### config.mk
export PLATFORM = sky130hd
export DESIGN_NAME = life_engine
export DESIGN_NICKNAME = d
export VERILOG_FILES = /design/src/rtl/life_engine.sv
export SDC_FILE = /design/constraint.sdc
export NUM_CORES = 1
export LEC_CHECK = 0
export ABC_AREA = 1
export CAP_MARGIN = 10
export CORE_ASPECT_RATIO = 0.8
export CORE_MARGIN = 2
export CORE_UTILIZATION = 66
export CTS_CLUSTER_SIZE = 30
export DETAILED_ROUTE_END_ITERATION = 10
export PLACE_DENSITY_LB_ADDON = 0.15
export SLEW_MARGIN = 30
export SYNTH_ARGS = -nofsm -noshare
export SYNTH_HDL_FRONTEND = slang
export SYNTH_SLANG_ARGS = --single-unit
### constraint.sdc
create_clock -name clk -period 16.3 [get_ports clk]
set_input_delay 1.63 -clock clk [delete_from_list [all_inputs] [get_ports clk]]
set_output_delay 1.63 -clock clk [all_outputs]
set_load 0.03 [all_outputs]
### src/rtl/life_engine.sv
`default_nettype none
// +----------------------------------------------------------------------------+
// | life_engine                                                                |
// | Game-of-Life engine: one cell per cycle, rule masks, gated atomic commit.  |
// | Revision: 1.0                                                              |
// +----------------------------------------------------------------------------+
module life_engine #(
  parameter int LOG_W = 3,
  parameter int LOG_H = 3,
  parameter bit WRAP  = 1'b1
) (
  input  logic                   clk,
  input  logic                   rst_n,
  input  logic                   start,
  input  logic [8:0]             birth_mask,
  input  logic [8:0]             survive_mask,
  input  logic                   commit_en,
  input  logic                   wr_en,
  input  logic [LOG_W+LOG_H-1:0] wr_addr,
  input  logic                   wr_data,
  input  logic [LOG_W+LOG_H-1:0] rd_addr,
  output logic                   rd_data,
  output logic                   busy,
  output logic                   done,
  output logic [15:0]            generation,
  output logic [LOG_W+LOG_H:0]   population
);

  localparam int W  = 2 ** LOG_W;
  localparam int H  = 2 ** LOG_H;
  localparam int N  = W * H;
  localparam int AW = LOG_W + LOG_H;

  typedef enum logic [1:0] {
    S_IDLE   = 2'd0,
    S_UPDATE = 2'd1,
    S_COMMIT = 2'd2
  } state_t;

  state_t          state_q, state_d;
  logic [N-1:0]    cur_q, cur_d;
  logic [N-1:0]    nxt_q, nxt_d;
  logic [AW-1:0]   idx_q, idx_d;
  logic [AW:0]     pop_acc_q, pop_acc_d;
  logic [8:0]      birth_q, birth_d;
  logic [8:0]      survive_q, survive_d;
  logic            busy_q, busy_d;
  logic            done_q, done_d;
  logic [15:0]     gen_q, gen_d;
  logic [AW:0]     pop_q, pop_d;

  logic [LOG_W-1:0] w_cur_x;
  logic [LOG_H-1:0] w_cur_y;
  logic [8:0]       w_nbr_bits;
  logic [3:0]       w_nbr_cnt;
  logic [15:0]      w_birth_ext;
  logic [15:0]      w_survive_ext;
  logic             w_new_cell;

  assign w_cur_x = idx_q[LOG_W-1:0];
  assign w_cur_y = idx_q[AW-1:LOG_W];

  // Offsets 0/1/2 map to -1/0/+1; adding (off + size - 1) mod size wraps for free.
  for (genvar dy = 0; dy < 3; dy++) begin : g_row
    for (genvar dx = 0; dx < 3; dx++) begin : g_col
      if (dx == 1 && dy == 1) begin : g_self
        assign w_nbr_bits[dy*3+dx] = 1'b0;
      end else begin : g_nbr
        localparam logic [LOG_W-1:0] C_OFF_X = LOG_W'(dx + W - 1);
        localparam logic [LOG_H-1:0] C_OFF_Y = LOG_H'(dy + H - 1);
        logic [LOG_W-1:0] w_nx;
        logic [LOG_H-1:0] w_ny;
        logic             w_off_board;
        assign w_nx = w_cur_x + C_OFF_X;
        assign w_ny = w_cur_y + C_OFF_Y;
        assign w_off_board = !WRAP &&
                             ((dx == 0 && w_cur_x == '0) ||
                              (dx == 2 && w_cur_x == {LOG_W{1'b1}}) ||
                              (dy == 0 && w_cur_y == '0) ||
                              (dy == 2 && w_cur_y == {LOG_H{1'b1}}));
        assign w_nbr_bits[dy*3+dx] = !w_off_board && cur_q[{w_ny, w_nx}];
      end
    end
  end

  always_comb begin
    w_nbr_cnt = 4'd0;
    for (int k = 0; k < 9; k++) begin
      w_nbr_cnt = w_nbr_cnt + {3'b000, w_nbr_bits[k]};
    end
  end

  assign w_birth_ext   = {7'd0, birth_q};
  assign w_survive_ext = {7'd0, survive_q};
  assign w_new_cell    = cur_q[idx_q] ? w_survive_ext[w_nbr_cnt] : w_birth_ext[w_nbr_cnt];

  always_comb begin
    state_d   = state_q;
    cur_d     = cur_q;
    nxt_d     = nxt_q;
    idx_d     = idx_q;
    pop_acc_d = pop_acc_q;
    birth_d   = birth_q;
    survive_d = survive_q;
    busy_d    = busy_q;
    done_d    = 1'b0;
    gen_d     = gen_q;
    pop_d     = pop_q;
    case (state_q)
      S_IDLE: begin
        if (wr_en) begin
          cur_d[wr_addr] = wr_data;
        end
        if (start) begin
          birth_d   = birth_mask;
          survive_d = survive_mask;
          idx_d     = '0;
          pop_acc_d = '0;
          busy_d    = 1'b1;
          state_d   = S_UPDATE;
        end
      end
      S_UPDATE: begin
        nxt_d[idx_q] = w_new_cell;
        pop_acc_d    = pop_acc_q + {{AW{1'b0}}, w_new_cell};
        if (idx_q == {AW{1'b1}}) begin
          idx_d   = '0;
          state_d = S_COMMIT;
        end else begin
          idx_d = idx_q + 1'b1;
        end
      end
      S_COMMIT: begin
        if (commit_en) begin
          cur_d   = nxt_q;
          gen_d   = gen_q + 16'd1;
          pop_d   = pop_acc_q;
          done_d  = 1'b1;
          busy_d  = 1'b0;
          state_d = S_IDLE;
        end
      end
      default: begin
        state_d = S_IDLE;
        busy_d  = 1'b0;
      end
    endcase
  end

  always_ff @(posedge clk) begin
    if (!rst_n) begin
      state_q   <= S_IDLE;
      cur_q     <= '0;
      nxt_q     <= '0;
      idx_q     <= '0;
      pop_acc_q <= '0;
      birth_q   <= '0;
      survive_q <= '0;
      busy_q    <= 1'b0;
      done_q    <= 1'b0;
      gen_q     <= '0;
      pop_q     <= '0;
    end else begin
      state_q   <= state_d;
      cur_q     <= cur_d;
      nxt_q     <= nxt_d;
      idx_q     <= idx_d;
      pop_acc_q <= pop_acc_d;
      birth_q   <= birth_d;
      survive_q <= survive_d;
      busy_q    <= busy_d;
      done_q    <= done_d;
      gen_q     <= gen_d;
      pop_q     <= pop_d;
    end
  end

  assign rd_data    = cur_q[rd_addr];
  assign busy       = busy_q;
  assign done       = done_q;
  assign generation = gen_q;
  assign population = pop_q;

endmodule
`default_nettype wire

### Yosys cells after proc, flatten, opt, wreduce, memory -nomap -nowiden

Index checks and enable logic that the tools add are counted.

* equal/unequal tests: 7
* $lt $le $gt $ge: 14
* bitwise logic cells: 1
* multiplexer cells: 47
* reductions and logical operators: 12
* add/subtract/negate cells: 14

Operators by type and width (number)
* 64-bit bitwise mux: 2
* 64-bit two-way mux: 2
* 64-bit one-hot mux with 2 select lines: 1
* 6-bit by 7-bit less-than comparator with 1-bit output (second input constant): 11
* 1-bit binary-select mux with 6-bit select: 10
* 1-bit two-way mux: 18
* 16-bit by 1-bit adder with 16-bit output (second input constant): 1
* 4-bit by 1-bit adder with 4-bit output: 4
* 7-bit one-hot mux with 2 select lines: 1
* 1-bit demux with 6-bit select: 2
* 6-bit by 1-bit >= comparator with 1-bit output (second input constant): 2
* 6-bit two-way mux: 2
* 6-bit one-hot mux with 2 select lines: 1
* 3-bit AND reduction: 3
* 1-bit binary-select mux with 4-bit select: 2
* 2-bit inequality test (second input constant): 4
* 2-bit AND reduction: 4
* 7-bit by 1-bit adder with 7-bit output: 1
* 7-bit two-way mux: 1
* 3-bit by 1-bit adder with 3-bit output (second input constant): 2
* 3-bit adder (second input constant): 2
* 6-bit by 1-bit adder with 6-bit output (second input constant): 1
* 6-bit equality test (second input constant): 1
* 2-bit two-way mux: 3
* other kinds (12): 14

* logic and storage cells: 106
* bits in registers: 186

### Depth between registers and ports, before layout

Gate-level depths: netlist of run 1.

* word-level depth: 15
* gate-level depth with buffers: 40
* depth with buffers taken out: 35

### Least setup slack after synthesis of run 1

No wires, ideal clock.

* path kind: register -> register
* start: register idx_q[0]
* end: register pop_acc_q[6]
* library setup time: 0.091 ns
* required time: 16.209 ns
* slack: 9.948 ns
* data arrival time: 6.261 ns
* path buffers: 5
* stages on the path, launching flop included: 37
* cells stage by stage: dfxtp_1 > inv_2 > buf_4 > buf_2 > ha_1 > inv_1 > clkbuf_1 > o21ai_0 > o21ai_0 > nand2_1 > a21oi_1 > o21ai_0 > fa_1 > inv_1 > fa_1 > inv_1 > fa_1 > ha_1 > fa_1 > inv_1 > nand3_1 > nand2_1 > nand2_1 > nand2_1 > o22ai_1 > nand3_1 > buf_6 > buf_4 > nand2_1 > ha_1 > ha_1 > nand3_1 > nor2_1 > inv_1 > nor2_1 > a22oi_1 > a311oi_1

* word-level cells in the longest chain between the ends: 15

Ends and longest elaborated chain
* start: declaration: RTL line 43 `logic [AW-1:0] idx_q, idx_d;`
* start signal: assignment: RTL line 167 `idx_q <= idx_d;`
* 3-bit adder: RTL line 74 `assign w_nx = w_cur_x + C_OFF_X;`
* 1-bit binary-select mux with 6-bit select: RTL line 81 `assign w_nbr_bits[dy*3+dx] = !w_off_board && cur_q[{w_ny, w_nx}];`
* 1-bit two-way mux (implied by the code): RTL line 81
* 1-bit by 1-bit adder with 2-bit output: RTL line 89 `w_nbr_cnt = w_nbr_cnt + {3'b000, w_nbr_bits[k]};`
* 2-bit by 1-bit adder with 3-bit output: RTL line 89
* 3-bit by 1-bit adder with 4-bit output: RTL line 89
* 4-bit by 1-bit adder with 4-bit output (4 in a row): RTL line 89
* 1-bit binary-select mux with 4-bit select: RTL line 95 `assign w_new_cell = cur_q[idx_q] ? w_survive_ext[w_nbr_cnt] : w_birth_ext[w_nbr_cnt];`
* 1-bit two-way mux (implied by the code): RTL line 95
* 1-bit two-way mux (*): RTL line 95
* net w_new_cell: RTL line 58 `logic w_new_cell;`
* 7-bit by 1-bit adder with 7-bit output (*): RTL line 125 `pop_acc_d = pop_acc_q + {{AW{1'b0}}, w_new_cell};`
* 7-bit one-hot mux with 2 select lines (*): RTL line 109 `case (state_q)`
* end signal: assignment: RTL line 168 `pop_acc_q <= pop_acc_d;`
* end: declaration: RTL line 44 `logic [AW:0] pop_acc_q, pop_acc_d;`

The timed path passes the listed nets; every way through them passes the cells marked *. The select of a mux whose other input is x is not followed.
A chain may end at the register's enable or synchronous reset.

### Worst setup path after layout of run 1

Same ends and word-level chain as after synthesis.

==> results of run 1 <==
## flip-flops by register name, summed over array words and instances, names as in the netlist, 2 cells and up
| register | cells |
|---|---|
| cur_q | 64 |
| generation | 16 |
| pop_acc_q | 7 |
| state_q | 2 |
| nxt_q | 64 |
| survive_q | 9 |
| population | 7 |
| birth_q | 9 |
| idx_q | 6 |
## final cells by class
| cell class | count | share of cell area (%) |
|---|---|---|
| Timing Repair Buffer | 70 | 5.349 |
| Tap cell | 225 | 2.225 |
| Inverter | 209 | 6.219 |
| Multi-Input combinational cell | 1367 | 51.94 |
| Clock inverter | 15 | 1.473 |
| Clock buffer | 17 | 3.362 |
| Sequential cell | 186 | 29.43 |
## how the worst max path moves through the flow
stage | cells past startpoint | from | slack [ns] | endpoint
floorplan | 36 | idx_q[0]$_SDFFE_PN0P_ | 9.95 | pop_acc_q[6]$_SDFFE_PN0P_
global placement | 32 | idx_q[0]$_SDFFE_PN0P_ | 8.06 | pop_acc_q[6]$_SDFFE_PN0P_
detailed placement | 32 | idx_q[0]$_SDFFE_PN0P_ | 8.31 | pop_acc_q[6]$_SDFFE_PN0P_
CTS | 32 | idx_q[0]$_SDFFE_PN0P_ | 8.28 | pop_acc_q[6]$_SDFFE_PN0P_
global route | 32 | idx_q[0]$_SDFFE_PN0P_ | 7.51 | pop_acc_q[6]$_SDFFE_PN0P_
finish | 32 | idx_q[0]$_SDFFE_PN0P_ | 8.11 | pop_acc_q[6]$_SDFFE_PN0P_
## metrics by stage
step / utilization (%) / power, uW / worst slack [ns] / cells
CTS: 73.24 / 1335 / 8.285 / 2089
global route: 73.27 / 1400 / 7.512 / 2089
detailed placement: 69.70 / 914.7 / 8.314 / 2057
floorplan: - / 844.8 / 9.948 / 1871
finish: 73.27 / 1350 / 8.112 / 2089
global placement: 69.70 / 904.1 / 8.055 / 2057
## cells by family after synthesis
family                   Yosys count  share of synthesized area [%]
AND/OR/NAND/NOR                  918                          32.00
AO/OA/AOI/OAI                    429                          22.15
buffers and inverters            318                          11.39
flip-flops                       186                          32.11
adder cells (fa/ha/maj)           14                          1.769
XOR/XNOR                           6                         0.5827
## metal layers
metal  vias to the layer above  share of wire, %  wire length (um)  GRT usage, %
met5                         -                 0                 0             0
met4                         0               3.7              1372         15.42
met3                       129                14              5341         9.216
met2                       904                42             15470         55.91
met1                      5766                40             14960         54.40
li1                       6136                 -                 -             -
## worst max-delay path, delay by kind of cell, from the launching register on
kind	cells	cell delay (ns)
AND/OR/NAND/NOR	10	0.98
AO/OA/AOI/OAI	7	1.22
flip-flops	1	0.32
buffers and inverters	7	2.10
adder cells (fa/ha/maj)	8	3.42
## cells in the final DEF, fill, tap and decap left out, drive strengths merged, types with 6 or more instances in the layout
| cell type | instances |
|---|---|
| inv | 213 |
| nor3 | 42 |
| clkinv | 10 |
| dfxtp | 186 |
| ha | 10 |
| o22ai | 6 |
| o21ai | 202 |
| nand3 | 150 |
| buf | 10 |
| clkdlybuf4s50 | 60 |
| nand2 | 406 |
| o211ai | 34 |
| a21oi | 60 |
| nand4 | 7 |
| a211oi | 106 |
| nor2 | 313 |
| o21a | 9 |
| clkbuf | 17 |
## power by group through the flow
stage          sequential [uW]  clock [uW]  combinational, uW
2_1_floorplan              490           0                355
3_3_place_gp               492           0                412
3_5_place_dp               492           0                423
4_1_cts                    481         427                426
5_1_grt                    483         445                472
6_report                   482         430                438
==> metrics.txt, run 1 <==
# TYPE chip_impl_metric gauge
chip_impl_info{name="run_status",value="finished, final reports clean"} 1
chip_impl_metric{name="syn_avg_cell_area",unit="um2"} 6.198
chip_impl_metric{name="timing.critical_path.slowest_cell_delay",unit="ns"} 0.66
chip_impl_metric{name="dr.first_iter.drc_count",unit=""} 1895
chip_impl_metric{name="cts_buffers",unit=""} 17
chip_impl_metric{name="pin_count",unit=""} 62
chip_impl_metric{name="grt_antenna_before_repair",unit=""} 0
chip_impl_metric{name="multiInputGateArea",unit="mm2"} 0.006573
chip_impl_info{name="cts_tree",value="yes"} 1
chip_impl_metric{name="fin_setup_tns",unit="ns"} 0
chip_impl_metric{name="finalHoldViolations",unit=""} 0
chip_impl_metric{name="fin_skew",unit="ns"} 0.01813
chip_impl_metric{name="final_layout_size_suffix_gt1_share",unit="%"} 3.112
chip_impl_metric{name="netSwitchingPower",unit="uW"} 560.3
chip_impl_metric{name="hold-worst-slack",unit="ns"} 0.4724
chip_impl_metric{name="critPathRequiredTime",unit="ns"} 16.66
chip_impl_metric{name="floorplan.initialDensity",unit="%"} 67.15
chip_impl_info{name="cp_slowest_cell",value="buf_4"} 1
chip_impl_metric{name="post_cts_buffers",unit=""} 0
chip_impl_info{name="worstSetupEndpointType",value="register"} 1
chip_impl_metric{name="finalCritPeriodShare",unit="%"} 50.23
chip_impl_metric{name="routed_wl",unit="mm"} 37.14
chip_impl_info{name="hp-start",value="pop_acc_q[5]$_SDFFE_PN0P_"} 1
chip_impl_metric{name="yosys_register_bits",unit=""} 186
chip_impl_metric{name="hold_fix_buffers_at_cts",unit=""} 0
chip_impl_metric{name="detailroute.via_count",unit=""} 12940
chip_impl_metric{name="slew_of_the_pin_with_the_lowest_slew_margin",unit="ns"} 0.9391
chip_impl_metric{name="internal_power",unit="uW"} 789.7
chip_impl_metric{name="globalRoute.totalOverflow",unit=""} 0
chip_impl_metric{name="fmax",unit="GHz"} 0.1221
chip_impl_metric{name="synthToLayoutAreaGrowth",unit="%"} 9.116
chip_impl_metric{name="layout.area.seq",unit="mm2"} 0.003725
chip_impl_metric{name="avgRoutedWirePerCell",unit="um"} 17.78
chip_impl_metric{name="core_region_area",unit="mm2"} 0.01727
chip_impl_metric{name="timing.max_cap.violations",unit=""} 0
chip_impl_metric{name="grt_max_degree",unit=""} 104
chip_impl_metric{name="cp_max_fo",unit=""} 103
chip_impl_info{name="critPathMostFrequentCell",value="nand2_1"} 1
chip_impl_metric{name="cp_data_arrival_time",unit="ns"} 8.54
chip_impl_info{name="synthFlopType",value="dfxtp_1"} 1
chip_impl_info{name="crit-reg2reg-capture",value="pop_acc_q[6]$_SDFFE_PN0P_"} 1
chip_impl_metric{name="drt-vias-per-instance",unit=""} 6.192
chip_impl_metric{name="switching_fraction",unit="%"} 41.51
chip_impl_metric{name="numClockSinks",unit=""} 186
chip_impl_metric{name="synth_largest_type_area_fraction",unit="%"} 32.11
chip_impl_metric{name="setup_viol",unit=""} 0
chip_impl_metric{name="worst-r2r-cell-count",unit=""} 32
chip_impl_metric{name="seq_area_frac_synth",unit="%"} 32.11
chip_impl_info{name="synth.largest_area_cell",value="dfxtp_1"} 1
chip_impl_info{name="yosys.cell_count.top_type",value="nand2_1"} 1
chip_impl_metric{name="clk_latency",unit="ns"} 0.45
chip_impl_metric{name="io_buffer_count",unit=""} 61
chip_impl_metric{name="period_minus_slack",unit="ns"} 8.188
chip_impl_metric{name="power_density",unit="mW/mm2"} 106.7
chip_impl_metric{name="grt_pass1_wl",unit="mm"} 57.39
chip_impl_metric{name="cts_repair_resize_count",unit=""} 0
chip_impl_metric{name="clkPwrFrac",unit="%"} 31.8
chip_impl_metric{name="cts.clk_slew.worst_paths",unit="ns"} 0.08
chip_impl_metric{name="drc",unit=""} 0
chip_impl_info{name="hold_path_class",value="register to register"} 1
chip_impl_info{name="timing_worst_setup_path_type",value="register to register"} 1
chip_impl_metric{name="power.share.sequential",unit="%"} 35.7
chip_impl_metric{name="cellLeakagePower",unit="uW"} 0.005248
chip_impl_metric{name="synth_edf_count",unit=""} 0
chip_impl_metric{name="floorplan.die.height",unit="um"} 122.6
chip_impl_metric{name="chipWidth",unit="um"} 152.2
chip_impl_metric{name="clock_path_buffers",unit=""} 2
chip_impl_metric{name="pwr-share-comb",unit="%"} 32.4
chip_impl_metric{name="syn_std_cell_area",unit="mm2"} 0.01160
chip_impl_metric{name="max_slew_margin",unit="%"} 37.39
chip_impl_metric{name="num-fill-cells",unit=""} 1420
chip_impl_metric{name="syn_nets",unit=""} 1921
chip_impl_info{name="netlist_top_cells_count",value="nand2_1 (406), nor2_1 (312), inv_1 (200)"} 1
chip_impl_metric{name="insertedDiodeCount",unit=""} 0
chip_impl_metric{name="detailedPlacementHpwl",unit="mm"} 25.05
chip_impl_metric{name="synth.lib_cells_used.distinct",unit=""} 35
chip_impl_info{name="start_kind",value="register"} 1
chip_impl_metric{name="ys_async_sr_fraction",unit="%"} 0
chip_impl_metric{name="yosysWarnings",unit=""} 0
chip_impl_info{name="min_delay_worst_endpoint",value="pop_acc_q[5]$_SDFFE_PN0P_"} 1
chip_impl_metric{name="die-area",unit="mm2"} 0.01866
chip_impl_metric{name="worst-r2r-setup-slack",unit="ns"} 8.11
chip_impl_metric{name="netlist_instances",unit=""} 1871
chip_impl_metric{name="route.antenna.remaining_nets",unit=""} 0
chip_impl_metric{name="final_nets",unit=""} 1901
chip_impl_metric{name="peakVddDrop",unit="mV"} 0.1259
chip_impl_metric{name="placed_cell_area",unit="mm2"} 0.01204
chip_impl_metric{name="groute.usage.overall",unit="%"} 38.26
chip_impl_info{name="synth.area.top_cells",value="dfxtp_1 (32%), nand2_1 (13%), nor2_1 (10%)"} 1
chip_impl_metric{name="cts.htree.levels",unit=""} 4
chip_impl_metric{name="maxSlewViolCount",unit=""} 0
chip_impl_info{name="worstReg2RegStart",value="idx_q[0]$_SDFFE_PN0P_"} 1
chip_impl_metric{name="cell_depth_of_the_worst_hold_path",unit=""} 2
chip_impl_info{name="unrepaired_setup_endpoints_after_global_routing",value="false"} 1
chip_impl_metric{name="first_global_vias",unit=""} 10910
chip_impl_metric{name="std_cell_rows",unit=""} 43
chip_impl_metric{name="drt_pre_antenna_iters",unit=""} 10
chip_impl_metric{name="place.gp.congestion",unit=""} 1.009
chip_impl_metric{name="layout.cell_area.non_filler",unit="mm2"} 0.01265
chip_impl_info{name="clock_tree.root_cell",value="clkbuf_16"} 1
(Power assumes the default switching activity.)
==> run 2, diff against run 1 <==
CORE_UTILIZATION = 55   (was 66)
clock period = 7.4 ns   (was 16.3 ns; I/O delays follow)
==> run 2 against run 1 <==
- power up 120%
- setup slack worse by 7.5 ns
- die area up 19%
- utilization down 11 points
- via count down 1.7%
- non-clock buffer count up 10
- critical path depth down 2
- worst hold slack worse by 0.00091 ns
==> metrics.txt, run 2 (synthesized netlist as in run 1, its figures left out) <==
# TYPE chip_impl_metric gauge
chip_impl_info{name="run_status",value="finished, final reports clean"} 1
chip_impl_metric{name="detailedPlacementHpwl",unit="mm"} 25.99
chip_impl_metric{name="numClockSinks",unit=""} 186
chip_impl_metric{name="insertedDiodeCount",unit=""} 0
chip_impl_metric{name="finalHoldViolations",unit=""} 0
chip_impl_metric{name="place.gp.congestion",unit=""} 1.019
chip_impl_metric{name="layout.cell_area.non_filler",unit="mm2"} 0.01281
chip_impl_info{name="start_kind",value="register"} 1
chip_impl_metric{name="critPathRequiredTime",unit="ns"} 7.76
chip_impl_metric{name="fmax",unit="GHz"} 0.1481
chip_impl_info{name="worstReg2RegStart",value="idx_q[2]$_SDFFE_PN0P_"} 1
chip_impl_info{name="mostFrequentLayoutCells",value="nand2_1 (404), nor2_1 (311), inv_1 (198)"} 1
chip_impl_metric{name="clk_latency",unit="ns"} 0.47
chip_impl_metric{name="final_layout_size_suffix_gt1_share",unit="%"} 3.682
chip_impl_metric{name="clock_path_buffers",unit=""} 2
chip_impl_metric{name="multiInputGateArea",unit="mm2"} 0.006584
chip_impl_info{name="critPathMostFrequentCell",value="nand2_1"} 1
chip_impl_metric{name="max_slew_margin",unit="%"} 37.05
chip_impl_metric{name="cts.clk_slew.worst_paths",unit="ns"} 0.08
chip_impl_metric{name="dr.first_iter.drc_count",unit=""} 1669
chip_impl_metric{name="worst-r2r-setup-slack",unit="ns"} 0.65
chip_impl_metric{name="chipWidth",unit="um"} 166.4
chip_impl_metric{name="final_nets",unit=""} 1911
chip_impl_metric{name="fin_skew",unit="ns"} 0.01729
chip_impl_metric{name="period_minus_slack",unit="ns"} 6.753
chip_impl_info{name="worstSetupEndpointType",value="register"} 1
chip_impl_info{name="cts_tree",value="yes"} 1
chip_impl_metric{name="synthToLayoutAreaGrowth",unit="%"} 10.46
chip_impl_metric{name="grt_max_degree",unit=""} 103
chip_impl_metric{name="floorplan.initialDensity",unit="%"} 56.03
chip_impl_metric{name="drc",unit=""} 0
chip_impl_metric{name="std_cell_rows",unit=""} 47
chip_impl_metric{name="post_cts_buffers",unit=""} 0
chip_impl_metric{name="avgRoutedWirePerCell",unit="um"} 17.89
chip_impl_metric{name="drt_pre_antenna_iters",unit=""} 9
chip_impl_metric{name="first_global_vias",unit=""} 11020
chip_impl_metric{name="maxSlewViolCount",unit=""} 0
chip_impl_info{name="crit-reg2reg-capture",value="pop_acc_q[6]$_SDFFE_PN0P_"} 1
chip_impl_metric{name="slew_of_the_pin_with_the_lowest_slew_margin",unit="ns"} 0.9443
chip_impl_metric{name="total_power_of_the_final_layout",unit="uW"} 3013
chip_impl_metric{name="die-area",unit="mm2"} 0.02227
chip_impl_metric{name="cts.htree.levels",unit=""} 4
chip_impl_metric{name="globalRoute.totalOverflow",unit=""} 0
chip_impl_info{name="hold_path_class",value="register to register"} 1
chip_impl_metric{name="timing.critical_path.buf_inv",unit=""} 4
chip_impl_metric{name="placed_cell_area",unit="mm2"} 0.01217
chip_impl_metric{name="cts_buffers",unit=""} 17
chip_impl_info{name="timing_worst_setup_path_type",value="register to register"} 1
chip_impl_metric{name="cp_data_arrival_time",unit="ns"} 7.11
chip_impl_info{name="unrepaired_setup_endpoints_after_global_routing",value="false"} 1
chip_impl_metric{name="layout.area.seq",unit="mm2"} 0.003726
chip_impl_metric{name="floorplan.die.height",unit="um"} 133.9
chip_impl_metric{name="timing.max_cap.violations",unit=""} 0
chip_impl_metric{name="core_region_area",unit="mm2"} 0.02070
chip_impl_metric{name="grt_antenna_before_repair",unit=""} 0
chip_impl_metric{name="cell_depth_of_the_worst_hold_path",unit=""} 2
chip_impl_info{name="min_delay_worst_endpoint",value="pop_acc_q[5]$_SDFFE_PN0P_"} 1
chip_impl_info{name="critical-path-top-delay-family",value="adder cells"} 1
chip_impl_metric{name="timing.critical_path.slowest_cell_delay",unit="ns"} 0.75
chip_impl_metric{name="grt_pass1_wl",unit="mm"} 60.20
chip_impl_metric{name="io_buffer_count",unit=""} 61
chip_impl_metric{name="pin_count",unit=""} 62
chip_impl_metric{name="peakVddDrop",unit="mV"} 0.3977
chip_impl_metric{name="detailroute.via_count",unit=""} 12720
chip_impl_metric{name="num-fill-cells",unit=""} 2001
chip_impl_metric{name="setup_viol",unit=""} 0
chip_impl_metric{name="power_density",unit="mW/mm2"} 235.2
chip_impl_metric{name="worst-r2r-cell-count",unit=""} 30
chip_impl_info{name="cp_slowest_cell",value="dfxtp_1"} 1
chip_impl_metric{name="routed_wl",unit="mm"} 38.34
chip_impl_info{name="clock_tree.root_cell",value="clkbuf_16"} 1
chip_impl_metric{name="groute.usage.overall",unit="%"} 33.90
chip_impl_info{name="final_common_cell",value="nand2_1"} 1
chip_impl_metric{name="finalCritPeriodShare",unit="%"} 91.25
chip_impl_metric{name="route.antenna.remaining_nets",unit=""} 0
chip_impl_metric{name="fin_setup_tns",unit="ns"} 0
chip_impl_metric{name="drt-vias-per-instance",unit=""} 5.936
chip_impl_metric{name="cellLeakagePower",unit="uW"} 0.005304
chip_impl_info{name="hp-start",value="pop_acc_q[5]$_SDFFE_PN0P_"} 1
chip_impl_metric{name="cp_max_fo",unit=""} 12
run 2: area by class of cell:
class / instances / area share (%)
repair buffers: 80 / 5.870
well taps: 269 / 2.627
flip-flops and latches: 186 / 29.08
clock inverters: 15 / 1.563
multi-input cells: 1367 / 51.39
clock buffers: 17 / 3.321
inverters: 209 / 6.143
run 2: repair_timing:
action	CTS	global route
hold buffers	0	0
gates resized for setup	0	5
hold endpoints to repair	0	0
endpoints found under the setup margin	0	2
run 2: worst reg2reg max path, delay by kind of cell, from the launching register on:
family,cells,cell delay [ns]
AOI/OAI and AO/OA,5,0.82
adders and majority gates,7,2.76
buffers and inverters,4,0.30
and+or+nand+nor,14,2.02
DFF,1,0.75
run 2: where the power goes:
group / internal (uW) / leakage (uW) / switching (uW)
clock network: 490 / 0.000300 / 487
logic: 248 / 0.00350 / 726
registers: 1030 / 0.00151 / 26.4
total: 1770 / 0.00530 / 1240
run 2: worst max path at each step:
stage,startpoint,to,slack [ns],depth (start not counted)
2_1_floorplan,idx_q[0]$_SDFFE_PN0P_,pop_acc_q[6]$_SDFFE_PN0P_,1.05,36
3_3_place_gp,idx_q[3]$_SDFFE_PN0P_,pop_acc_q[6]$_SDFFE_PN0P_,0.58,30
3_5_place_dp,idx_q[3]$_SDFFE_PN0P_,pop_acc_q[6]$_SDFFE_PN0P_,0.44,30
4_1_cts,idx_q[3]$_SDFFE_PN0P_,pop_acc_q[6]$_SDFFE_PN0P_,0.45,30
5_1_grt,idx_q[1]$_SDFFE_PN0P_,pop_acc_q[6]$_SDFFE_PN0P_,0.10,36
6_report,idx_q[2]$_SDFFE_PN0P_,pop_acc_q[6]$_SDFFE_PN0P_,0.65,30
run 2: through the flow:
step	worst slack, ns	utilization, %	cells	hold slack [ns]
after detailed placement	0.4442	58.78	2111	0.4611
after CTS	0.4476	61.80	2143	0.4722
after global placement	0.5762	58.78	2111	0.4546
after floorplan	1.048	-	1871	0.4435
final	0.6474	61.89	2143	0.4715
after global routing	0.1026	61.89	2143	0.4875
run 2: metal layers:
metal / routed length [um] / global-route usage [%] / vias to the layer above
met5: 55 / 1.739 / -
met4: 1105 / 11.35 / 2
met2: 15850 / 49.31 / 685
met1: 16890 / 49.25 / 5777
met3: 4442 / 7.908 / 94
li1: - / - / 6163
